[src/rtl/pc_sequencer_if.sv]
// Fetch/execute handshake bundle between pc_sequencer and its neighbours.
//   imem_req   : fetch request to instruction memory
//   imem_addr  : fetch address (mirrors pc)
//   imem_ack   : instruction returned; only meaningful while imem_req=1
//   exec_valid : execute slot active; datapath evaluates the instruction
//   stall      : datapath not finished; holds the execute slot
// master = sequencer side, slave = memory/datapath side.
interface pc_sequencer_if;
  logic        imem_req;
  logic [31:0] imem_addr;
  logic        imem_ack;
  logic        exec_valid;
  logic        stall;

  modport master (
    output imem_req,
    output imem_addr,
    output exec_valid,
    input  imem_ack,
    input  stall
  );

  modport slave (
    input  imem_req,
    input  imem_addr,
    input  exec_valid,
    output imem_ack,
    output stall
  );
endinterface

[src/rtl/pc_sequencer.sv]
// Multi-cycle program-counter sequencer for the RV32I core.
// Owns the PC, runs the fetch/execute handshake, selects the next PC
// (jalr > jal > taken branch > sequential), traps on misaligned control-flow
// targets and counts retired instructions.
// Ports:
//   clk, rst    : clock, asynchronous active-low reset
//   bus         : fetch/execute handshake (pc_sequencer_if.master)
//   br_en, br_taken, jal, jalr, imm, rs1 : control/operands, sampled in EXEC with stall=0
//   pc, pc_plus4: current PC and its link value
//   redirect    : one-cycle pulse after a non-sequential PC update
//   trap, trap_addr : sticky misaligned-target trap and offending address
//   instret     : retired-instruction count
module pc_sequencer #(
  parameter logic [31:0] RESET_PC      = 32'h0000_0000,
  // Counter start value after reset; nonzero only to observe the wrap quickly.
  parameter logic [31:0] RESET_INSTRET = 32'h0000_0000
) (
  input  logic                  clk,
  input  logic                  rst,
  pc_sequencer_if.master        bus,
  input  logic                  br_en,
  input  logic                  br_taken,
  input  logic                  jal,
  input  logic                  jalr,
  input  logic [31:0]           imm,
  input  logic [31:0]           rs1,
  output logic [31:0]           pc,
  output logic [31:0]           pc_plus4,
  output logic                  redirect,
  output logic                  trap,
  output logic [31:0]           trap_addr,
  output logic [31:0]           instret
);

  typedef enum logic [1:0] {StIdle, StFetch, StExec, StTrap} state_e;

  state_e      state_q, state_d;
  logic [31:0] pc_q;
  logic [31:0] instret_q;
  logic [31:0] trap_addr_q;
  logic        redirect_q;

  logic [31:0] target;
  logic        nonseq;
  logic        misaligned;
  logic        exec_done;
  logic        retire;
  logic        take_trap;

  assign pc_plus4 = pc_q + 32'd4;

  // Target select; carry-out is dropped by the 32-bit adds.
  always_comb begin
    target = pc_plus4;
    nonseq = 1'b0;
    if (jalr) begin
      target = (rs1 + imm) & 32'hFFFF_FFFE;
      nonseq = 1'b1;
    end else if (jal || (br_en && br_taken)) begin
      target = pc_q + imm;
      nonseq = 1'b1;
    end
  end

  // Sequential targets stay aligned because pc is always aligned.
  assign misaligned = nonseq && (target[1:0] != 2'b00);
  assign exec_done  = (state_q == StExec) && !bus.stall;
  assign retire     = exec_done && !misaligned;
  assign take_trap  = exec_done && misaligned;

  // State register
  always_ff @(posedge clk or negedge rst) begin
    if (!rst) begin
      state_q <= StIdle;
    end else begin
      state_q <= state_d;
    end
  end

  // Next-state logic
  always_comb begin
    state_d = state_q;
    unique case (state_q)
      StIdle:  state_d = StFetch;
      StFetch: if (bus.imem_ack) state_d = StExec;
      StExec: begin
        if (retire)         state_d = StFetch;
        else if (take_trap) state_d = StTrap;
      end
      StTrap:  state_d = StTrap;
      default: state_d = StIdle;
    endcase
  end

  // Moore outputs
  always_comb begin
    bus.imem_req   = 1'b0;
    bus.exec_valid = 1'b0;
    trap           = 1'b0;
    unique case (state_q)
      StFetch: bus.imem_req   = 1'b1;
      StExec:  bus.exec_valid = 1'b1;
      StTrap:  trap           = 1'b1;
      default: ;
    endcase
  end

  // PC, counter, trap address and redirect pulse
  always_ff @(posedge clk or negedge rst) begin
    if (!rst) begin
      pc_q        <= RESET_PC;
      instret_q   <= RESET_INSTRET;
      trap_addr_q <= 32'h0000_0000;
      redirect_q  <= 1'b0;
    end else begin
      redirect_q <= retire && nonseq;
      if (retire) begin
        pc_q      <= target;
        instret_q <= instret_q + 32'd1;
      end
      if (take_trap) begin
        trap_addr_q <= target;
      end
    end
  end

  assign bus.imem_addr = pc_q;
  assign pc            = pc_q;
  assign instret       = instret_q;
  assign trap_addr     = trap_addr_q;
  assign redirect      = redirect_q;

endmodule

[src/flat_wrapper.sv]
// flat-port wrapper written by rule: the top's interface ports become plain ports
module pc_sequencer_flat 
#(
  parameter logic [31:0] RESET_PC      = 32'h0000_0000,
                                                                               
  parameter logic [31:0] RESET_INSTRET = 32'h0000_0000
)
  (clk, rst, br_en, br_taken, jal, jalr, imm, rs1, pc, pc_plus4, redirect, trap, trap_addr, instret, bus_imem_req, bus_imem_addr, bus_exec_valid, bus_imem_ack, bus_stall);
  pc_sequencer_if bus_i ();
  input  logic clk;
  input  logic rst;
  input  logic br_en;
  input  logic br_taken;
  input  logic jal;
  input  logic jalr;
  input  logic [31:0] imm;
  input  logic [31:0] rs1;
  output logic [31:0] pc;
  output logic [31:0] pc_plus4;
  output logic redirect;
  output logic trap;
  output logic [31:0] trap_addr;
  output logic [31:0] instret;
  output wire logic [$bits(bus_i.imem_req)-1:0] bus_imem_req;
  output wire logic [$bits(bus_i.imem_addr)-1:0] bus_imem_addr;
  output wire logic [$bits(bus_i.exec_valid)-1:0] bus_exec_valid;
  input wire logic [$bits(bus_i.imem_ack)-1:0] bus_imem_ack;
  input wire logic [$bits(bus_i.stall)-1:0] bus_stall;
  assign bus_imem_req = bus_i.imem_req;
  assign bus_imem_addr = bus_i.imem_addr;
  assign bus_exec_valid = bus_i.exec_valid;
  assign bus_i.imem_ack = bus_imem_ack;
  assign bus_i.stall = bus_stall;
  pc_sequencer #(.RESET_PC(RESET_PC), .RESET_INSTRET(RESET_INSTRET)) u_core (.clk(clk), .rst(rst), .bus(bus_i), .br_en(br_en), .br_taken(br_taken), .jal(jal), .jalr(jalr), .imm(imm), .rs1(rs1), .pc(pc), .pc_plus4(pc_plus4), .redirect(redirect), .trap(trap), .trap_addr(trap_addr), .instret(instret));
endmodule
[config.mk]
export PLATFORM = sky130hd
export DESIGN_NAME = pc_sequencer_flat
export DESIGN_NICKNAME = d
export VERILOG_FILES = /design/src/rtl/pc_sequencer_if.sv /design/src/rtl/pc_sequencer.sv /design/src/flat_wrapper.sv
export SDC_FILE = /design/constraint.sdc
export NUM_CORES = 1
export LEC_CHECK = 0
export ABC_AREA = 1
export BUFFER_PORTS_ARGS = -buffer_cell sky130_fd_sc_hd__buf_2
export CORE_MARGIN = 4
export CORE_UTILIZATION = 29
export DETAILED_ROUTE_END_ITERATION = 10
export REMOVE_ABC_BUFFERS = 1
export SYNTH_ARGS = -nofsm -noshare
export SYNTH_HDL_FRONTEND = slang
export SYNTH_SLANG_ARGS = --single-unit
[constraint.sdc]
create_clock -name clk -period 2.8 [get_ports clk]
set_clock_uncertainty 0.15 [all_clocks]
set_input_delay 0.14 -clock clk [delete_from_list [all_inputs] [get_ports clk]]
set_output_delay 0.14 -clock clk [all_outputs]
set_load 0.05 [all_outputs]
==> flow_summary.yaml, run 1 <==
placement:
  pre_cts_slack_ns: 0.107
  io_buffer_count: 235
  routabilityCongestion: 0.947
  dpl.hpwl_mm: 36.9
  dp_cells: 2479
  place_area_sq_mm: 0.0123
drt:
  routed_via_density: 4.76
  drc: 0
  dr.pass1.iters: 5
  wire_per_inst_um: 17.3
  drtAntennaViolNets: 0
  finalWirelength_mm: 43.3
  drtIter0Drc: 641
  vias: 11885
clock_network:
  cts_tree: "done"
  clkSlewWorstSetupHoldPaths_ns: 0.08
  clkLatencyLatePin_ns: 0.36
  clkSinkCount: 99
  cts_buffers: 9
  h-tree-depth: 3
  max-clock-path-buffers: 2
  cts_root_buf: "clkbuf_16"
yosys:
  yosys.area.top_type: "nand2_1"
  synth-seq-cells: 99
  synth_xor_area_frac: 0.0568
  synth_area_leaders: "nand2_1 26%, dfrtp_1 23%, inv_1 9.6%, ha_1 7.4%, nand3_1 5.8%"
  synth_top_family_by_area: "simple AND/OR/NAND/NOR gates"
  postSynth.asyncResetShare: 1.00
  syn_avg_cell_area_sq_um: 5.89
  yosys_warnings: 0
  synthAdderAreaFrac: 0.0778
  synth_edf_count: 0
  yosysMostFrequentCell: "nand2_1"
  synthSimpleGateAreaFrac: 0.436
  synth_mux_area_frac: 0
  yosys_most_used_dff: "dfrtp_1"
  synth_compound_area_frac: 0.0616
  ys_seq_area_frac: 0.233
  yosys-top-cells-count: "746 x nand2_1, 271 x inv_1, 143 x nor2_1"
  syn_area_sq_mm: 0.0106
  ys_types: 43
  syn_inst: 1806
  synth_top_area_share: 0.263
die:
  core_region_area_sq_mm: 0.0359
  dieArea_sq_mm: 0.0398
  io_pins: 236
  rows: 69
  fp.dieW_um: 200
  die_h_um: 200
  initial_core_util: 0.296
worst_setup_path:
  end_kind: "output port"
  worst_setup_path_start_kind: "flip-flop"
  worstPathMaxFanout: 7
  path_class: "flip-flop to output port"
  cp.arrival_ns: 2.45
  worst_ep_required_time_ns: 2.51
global_route:
  grt.busiest_layer: "met2"
  track_usage: 0.213
  antenna_found_initial: 0
  grt-ovfl-total: 0
  grt_start_max_net_pins: 60
  grt_pass1_vias: 11604
  gr-usage-met2: 0.361
  grtUsageMet1: 0.283
  met3_usage: 0.0250
  grt_first_pass_wirelength_mm: 64.7
layout:
  synthToLayoutAreaGrowth_pct: 19.7
  final_area_sq_mm: 0.0127
  num-nets-final: 2169
  final_cells: 2498
  final_core_utilization: 0.355
  drive_gt1_frac: 0.164
  diodes: 0
timing:
  hold_viol_final: 0
  holdWs_ns: 0.172
  fmax_mhz: 365
  slew_violations: 0
  relSlewSlack: 0.575
  setup_ws_ns: 0.0631
  tightestPinTransition_ns: 0.636
  setup_tns_ns: 0
  timing.final.crit_period_ns: 2.74
  rsz0062_at_grt: "false"
  finalCritPeriodShare: 0.977
  finalSetupViolations: 0
status:
  status: "complete, no violations"
pwr:
  leakagePower_nw: 7.43
  power_mw: 12.9
  power-per-cell-area_mw_per_mm2: 1010
  peakVddDrop_mv: 1.05
flow_run:
  maxCapViolCount: 0
min_path:
  min_path_type: "input port to async pin"
report_power, final:
part / switching (mW) / internal [mW] / total (mW)
Combinational: 6.70 / 2.20 / 8.90
Clock: 0.601 / 0.709 / 1.31
Sequential: 0.716 / 1.93 / 2.64
Total: 8.02 / 4.83 / 12.9
flip-flops by register name, indices dropped and copies added, names as in the netlist:
| name | flops |
|---|---|
| u_core.state_q | 2 |
| u_core.trap_addr | 32 |
| u_core.instret | 32 |
| u_core.redirect | 1 |
| u_core.bus.imem_addr | 32 |
cell families after synthesis:
group,count (synthesis)
and+or+nand+nor,1116
buffers and inverters,336
AOI/OAI and AO/OA,121
DFF,99
xor gates and xnor gates,69
adders and majority gates,65
layout make-up:
cell class	instances	area (sq um)
sequential	99	2490
clock buffer	9	225
tap	461	577
inverter	276	1040
clock inverter	7	83.8
timing repair buffer	275	1540
fill	4072	23200
multi-input combinational	1371	6790
layer usage:
metal,up-vias,wire length [um]
met5,-,0
met4,0,1370
met3,57,2350
met2,332,20100
met1,5459,19500
li1,6037,-
critical path: stages (launching register included):
cell	delay, ns
dfrtp_2	0.49
nand2_1	0.10
nor2_1	0.29
nand4_1	0.29
nor3_2	0.35
xor2_1	0.25
buf_2	0.30
repair_timing:
| item | 4_1_cts | 5_1_grt |
|---|---|---|
| resized for setup | 13 | 17 |
| setup endpoints to repair | 10 | 21 |
| hold endpoints to repair | 46 | 0 |
| setup buffers | 0 | 0 |
| hold buffers | 3 | 0 |
final timing paths:
path,startpoint,endpoint,slack [ns],cells after the start
min,rst,u_core.instret[13]$_DFFE_PN0P_,0.17,2
max in group asynchronous,rst,u_core.trap_addr[29]$_DFFE_PN0P_,1.61,3
max,u_core.bus.imem_addr[13]$_DFFE_PN0P_,pc_plus4[23],0.06,6
min in group clk,jalr,u_core.redirect$_DFF_PN0_,0.18,5
min reg2reg,u_core.trap_addr[24]$_DFFE_PN0P_,u_core.trap_addr[24]$_DFFE_PN0P_,0.33,2
max reg2reg,u_core.bus.imem_addr[13]$_DFFE_PN0P_,u_core.bus.imem_addr[30]$_DFFE_PN0P_,0.25,13
cells in the final DEF (no fill, tap or decap), types with 33 or more instances in the layout:
cell type / n
a21oi_1: 56
buf_2: 229
buf_4: 38
dfrtp_1: 86
ha_1: 63
inv_1: 271
nand2_1: 746
nand3_1: 123
nor2_1: 140
nor3_1: 33
o21ai_0: 45
xor2_1: 47
(Power assumes the default switching activity.)
==> run 2, diff against run 1 <==
Settings changed: CORE_UTILIZATION 29 to 51, GPL_TIMING_DRIVEN set to 1, PLACE_DENSITY set to 0.76.
==> run 2 against run 1 <==
  * Power down 0.66%
  * Global-route usage up 12 points
  * Flip-flop and latch count unchanged
  * Non-clock buffer count down 8
  * Final area down 2.8%
  * First-iteration DRC count up 95%
  * Worst hold slack better by 0.023 ns
  * Die area down 42%
  * Core utilization up 25 points
  * Final cell count down 8.0%
  * Routed wire length down 6.4%
==> flow_summary.yaml, run 2 (synthesized netlist as in run 1, its figures left out) <==
timing:
  setup_tns_ns: 0
  tightestPinTransition_ns: 0.723
  timing.final.crit_period_ns: 2.73
  relSlewSlack: 0.518
  setup_ws_ns: 0.0665
  finalSetupViolations: 0
  finalCritPeriodShare: 0.976
  rsz0062_at_grt: "false"
  fmax_mhz: 366
  slew_violations: 0
  hold_viol_final: 0
global_route:
  grt_pass1_vias: 11455
  grt_first_pass_wirelength_mm: 61.8
  antenna_found_initial: 0
  grt_start_max_net_pins: 60
  track_usage: 0.335
  grt-ovfl-total: 0
worst_setup_path:
  worstReg2RegStart: "u_core.bus.imem_addr[0]$_DFFE_PN0P_"
  path_class: "flip-flop to output port"
  slowest_stage: "dfrtp_1"
  crit_path_frequent_cell: "nor2_1"
  crit_start: "u_core.bus.imem_addr[10]$_DFFE_PN0P_"
  cp.buffers_inverters: 2
  worst_ep_required_time_ns: 2.51
  max_stage_delay_ns: 0.45
  cp.arrival_ns: 2.44
  worst_setup_path_start_kind: "flip-flop"
  path_cells: "buf_4 -> nand2_2 -> nor2_1 -> nand4_1 -> nor2_1 -> xor2_1 -> buf_2"
  end_kind: "output port"
  critPathTopFamily: "simple AND/OR/NAND/NOR gates"
  worstPathMaxFanout: 7
layout:
  final_cells: 2299
  num-nets-final: 2161
  final_cell_mix: "746 x nand2_1, 271 x inv_1, 232 x buf_2, 143 x nor2_1, 122 x nand3_1"
  final_common_cell: "nand2_1"
  ff_latch_area_sq_mm: 0.00248
  num-fill-cells: 2092
  final_core_utilization: 0.608
  diodes: 0
  synthToLayoutAreaGrowth_pct: 16.4
  drive_gt1_frac: 0.152
  multi_input_comb_area_sq_mm: 0.00674
placement:
  pre_cts_slack_ns: 0.229
  dp_cells: 2280
  dpl.hpwl_mm: 34.2
  io_buffer_count: 235
  routabilityCongestion: 1.03
min_path:
  min_path_type: "input port to flip-flop"
  hp-start: "imm[0]"
die:
  initial_core_util: 0.523
  core_region_area_sq_mm: 0.0204
  rows: 52
  dieArea_sq_mm: 0.0232
  die_h_um: 152
  fp.dieW_um: 152
  io_pins: 236
pwr:
  pwr-share-comb: 0.701
  leakagePower_nw: 7.39
  internal_power_mw: 4.74
  clockPowerShare: 0.096
  p_sw_mw: 8.03
  power_mw: 12.8
  p_sw_frac: 0.629
  power-per-cell-area_mw_per_mm2: 1030
  peakVddDrop_mv: 0.964
  pwr-share-seq: 0.203
status:
  status: "complete, no violations"
drt:
  drtAntennaViolNets: 0
  routed_via_density: 5.29
  dr.pass1.iters: 6
  drtIter0Drc: 1252
  wire_per_inst_um: 17.6
  finalWirelength_mm: 40.5
  vias: 12152
  drc: 0
clock_network:
  cts_tree: "done"
  clkLatencyLatePin_ns: 0.34
  clkSinkCount: 99
  clkSlewWorstSetupHoldPaths_ns: 0.07
  max-clock-path-buffers: 2
  cts_root_buf: "clkbuf_16"
  h-tree-depth: 3
  cts_buffers: 9
  postCtsSetupRepairBufs: 0
flow_run:
  maxCapViolCount: 0
[run 2: power by group through the flow]
stage,clock network (mW),logic (mW),registers [mW]
finish,1.22,8.96,2.59
detailed placement,0,8.80,2.57
global route,1.30,9.55,2.65
floorplan,0,3.80,4.94
global placement,0,8.78,2.58
CTS,1.24,8.85,2.55
[run 2: metrics by stage]
stage | cell area [sq um] | hold WS, ns
floorplan | 10200 | -0.306
global placement | 12000 | 0.0908
detailed placement | 12000 | 0.0897
CTS | 12400 | 0.194
global route | 12400 | 0.219
finish | 12400 | 0.194
[run 2: timing repair]
item	CTS	global route
endpoints found under the setup margin	1	5
hold buffers	3	0
hold endpoints to repair	56	0
resized for setup	3	5
[run 2: per-layer routing]
metal  up-vias  GRT usage  routed length (um)
met5         -          0                   0
met4         0      0.123                1640
met3        82     0.0508                3450
met2       528      0.542               18100
met1      5513      0.457               17400
li1       6029          -                   -
[run 2: path summary, 6_finish.rpt]
check / cells past startpoint / slack, ns / end
min in group asynchronous: 2 / 0.26 / u_core.instret[16]$_DFFE_PN0P_
worst max register to register: 12 / 0.19 / u_core.bus.imem_addr[6]$_DFFE_PN0P_
worst min-delay path: 4 / 0.19 / u_core.trap_addr[0]$_DFFE_PN0P_
worst min register to register: 2 / 0.32 / u_core.trap_addr[3]$_DFFE_PN0P_
max in group asynchronous: 3 / 1.51 / u_core.bus.imem_addr[6]$_DFFE_PN0P_
worst max-delay path: 7 / 0.07 / pc_plus4[13]
[run 2: worst reg2reg max path: stages (launching register included)]
cell and delay, ns:
dfrtp_1 0.35, ha_1 0.23, inv_1 0.07, fa_1 0.49, nand2_1 0.07, o211ai_2 0.11, nand2_1 0.09, nand2_2 0.11
nand2_2 0.09, inv_2 0.37, buf_12 0.22, nand3_1 0.08, o21ai_0 0.10
[run 2: final cells by class]
cell class,count,area share
Clock buffer,10,0.0193
Clock inverter,6,0.00444
Inverter,276,0.0838
Multi-Input combinational cell,1371,0.544
Sequential cell,99,0.200
Tap cell,270,0.0273
Timing Repair Buffer,267,0.121
==> run 3, diff against run 2 <==
--- a/config.mk
+++ b/config.mk
@@ -12,4 +12,5 @@
 export DETAILED_ROUTE_END_ITERATION = 10
 export GPL_TIMING_DRIVEN = 1
+export HOLD_SLACK_MARGIN = 0.03
 export PLACE_DENSITY = 0.76
 export REMOVE_ABC_BUFFERS = 1
==> constraint.sdc (replaced) <==
create_clock -name clk -period 2.8 [get_ports clk]
set_clock_uncertainty 0.15 [all_clocks]
set_input_delay 0.28 -clock clk [delete_from_list [all_inputs] [get_ports clk]]
set_output_delay 0.28 -clock clk [all_outputs]
set_load 0.05 [all_outputs]
==> run 3 against run 2 <==
  * Register-to-register slack hardly changed
  * Power is 0.45% lower
  * Sequential share of layout area is 0.071 points higher
  * Count of clock-buffer cells in the layout stayed put
  * Non-clock buffer count is 2 lower
  * Combinational power is 2.6% lower
  * Largest cell class unchanged
  * Critical path depth is 1 lower
  * Sequential power is 7% higher
  * Clock power hardly changed
  * Routed wire length is 0.98% lower
  * Final area is 0.20% higher
  * Critical path type unchanged
  * Worst hold slack worse by 0.14 ns
==> flow_summary.yaml, run 3 (synthesized netlist as in run 1, its figures left out) <==
clock_network:
  clkSlewWorstSetupHoldPaths_ns: 0.07
  max-clock-path-buffers: 2
  h-tree-depth: 3
  cts_tree: "done"
  clkSinkCount: 99
  cts_buffers: 9
  cts_root_buf: "clkbuf_16"
  clkLatencyLatePin_ns: 0.35
  postCtsSetupRepairBufs: 0
min_path:
  hold_depth: 3
  hp-start: "bus_imem_ack"
  min_path_type: "input port to flip-flop"
  hold_end: "u_core.state_q[1]$_DFFE_PN0P_"
worst_setup_path:
  rr_worst_depth: 14
  worstPathMaxFanout: 8
  max_stage_delay_ns: 0.61
  r2r_slack_ns: 0.19
  path_class: "flip-flop to output port"
  rr_endpoint: "u_core.bus.imem_addr[8]$_DFFE_PN0P_"
  worstReg2RegStart: "u_core.bus.imem_addr[0]$_DFFE_PN0P_"
  worst_setup_path_start_kind: "flip-flop"
  cp.arrival_ns: 2.29
  crit_path_frequent_cell: "buf_4"
  slowest_stage: "dfrtp_1"
  path_cells: "nand4_1 -> nand2b_1 -> nor3_2 -> buf_4 -> xor2_1 -> buf_4"
  worst_ep_required_time_ns: 2.37
  end_kind: "output port"
pwr:
  leakagePower_nw: 7.36
  power-per-cell-area_mw_per_mm2: 1020
  peakVddDrop_mv: 0.918
  power_mw: 12.7
timing:
  slew_violations: 0
  rsz0062_at_grt: "true"
  tightestPinTransition_ns: 0.638
  holdWs_ns: 0.0533
  timing.final.crit_period_ns: 2.72
  relSlewSlack: 0.575
  finalCritPeriodShare: 0.970
  fmax_mhz: 368
  hold_viol_final: 0
  finalSetupViolations: 0
die:
  core_region_area_sq_mm: 0.0204
  io_pins: 236
  die_h_um: 152
  rows: 52
  fp.dieW_um: 152
  dieArea_sq_mm: 0.0232
  initial_core_util: 0.523
global_route:
  grt_first_pass_wirelength_mm: 61.5
  track_usage: 0.333
  antenna_found_initial: 0
  grt_pass1_vias: 11473
  grt_start_max_net_pins: 52
  grt-ovfl-total: 0
layout:
  final_cell_mix: "746 x nand2_1, 271 x inv_1, 227 x buf_2, 137 x nor2_1, 122 x nand3_1"
  diodes: 0
  final_common_cell: "nand2_1"
  synthToLayoutAreaGrowth_pct: 16.6
  num-nets-final: 2159
  drive_gt1_frac: 0.162
placement:
  io_buffer_count: 235
  routabilityCongestion: 0.989
  dpl.hpwl_mm: 33.9
drt:
  drc: 0
  wire_per_inst_um: 17.5
  vias: 12175
  drtIter0Drc: 1112
  drtAntennaViolNets: 0
  dr.pass1.iters: 6
  routed_via_density: 5.30
  finalWirelength_mm: 40.1
flow_run:
  maxCapViolCount: 0
status:
  status: "complete, no violations"
## run 3: cell types whose count changed in the layout (fill, tap and decap cells not counted), moves of 3 or more
cell | previous run | this run
clkbuf_4 | 1 | 4
dfrtp_2 | 3 | 14
buf_4 | 26 | 29
nor2_1 | 143 | 137
buf_2 | 232 | 227
dfrtp_1 | 96 | 85
nor2_2 | 0 | 6
## run 3: what timing repair did
item,in CTS,in global routing
hold buffers,1,0
setup endpoints to repair,9,14
endpoints found under the hold margin,48,0
resized for setup,16,20
## run 3: layer usage
layer	vias up	GRT usage	routed length [um]	share of wire
li1	6026	-	-	-
met1	5515	0.449	16900	0.42
met2	553	0.545	18100	0.45
met3	81	0.0537	3620	0.090
met4	0	0.118	1500	0.037
met5	-	0	0	0
## run 3: how the worst max path moves through the flow
stage	start	end	slack [ns]	cells after the start
finish	u_core.bus.imem_addr[19]$_DFFE_PN0P_	pc_plus4[22]	0.08	6
global route	u_core.bus.imem_addr[2]$_DFFE_PN0P_	pc_plus4[24]	-0.01	7
CTS	u_core.bus.imem_addr[13]$_DFFE_PN0P_	pc_plus4[23]	0.02	6
detailed placement	u_core.bus.imem_addr[9]$_DFFE_PN0P_	pc_plus4[22]	0.13	7
global placement	u_core.bus.imem_addr[13]$_DFFE_PN0P_	pc_plus4[31]	0.15	7
floorplan	u_core.bus.imem_addr[0]$_DFFE_PN0P_	u_core.instret[11]$_DFFE_PN0P_	-1.31	11
## run 3: power by group
group / switching, mW / leakage (nW) / internal (mW)
combinational: 6.59 / 5.96 / 2.14
clock: 0.591 / 0.141 / 0.624
sequential: 0.838 / 1.26 / 1.93
total: 8.02 / 7.36 / 4.70
## run 3: per-stage QoR
stage           util  setup WS, ns  std cells  setup TNS [ns]  cell area [sq um]
6_report       0.609        0.0827       2297               0              12400
3_5_place_dp   0.590         0.134       2280               0              12000
2_1_floorplan      -         -1.31       1746          -93.50              10200
3_3_place_gp   0.590         0.152       2280               0              12000
5_1_grt        0.609       -0.0131       2297         -0.0131              12400
4_1_cts        0.606        0.0177       2297               0              12300
## run 3: cell type report
cell class	instances	area (sq um)
fillers	2091	7950
multi-input cells	1371	6790
clock inverters	6	57.6
well taps	270	338
flip-flops and latches	99	2490
inverters	276	1040
clock buffers	10	229
repair buffers	265	1470
## run 3: worst max-delay path: cells and delay by family (launching register included)
kind	cells	cell delay, ns
XOR/XNOR	1	0.21
AND/OR/NAND/NOR	3	0.71
flip-flops	1	0.61
buffers and inverters	2	0.43
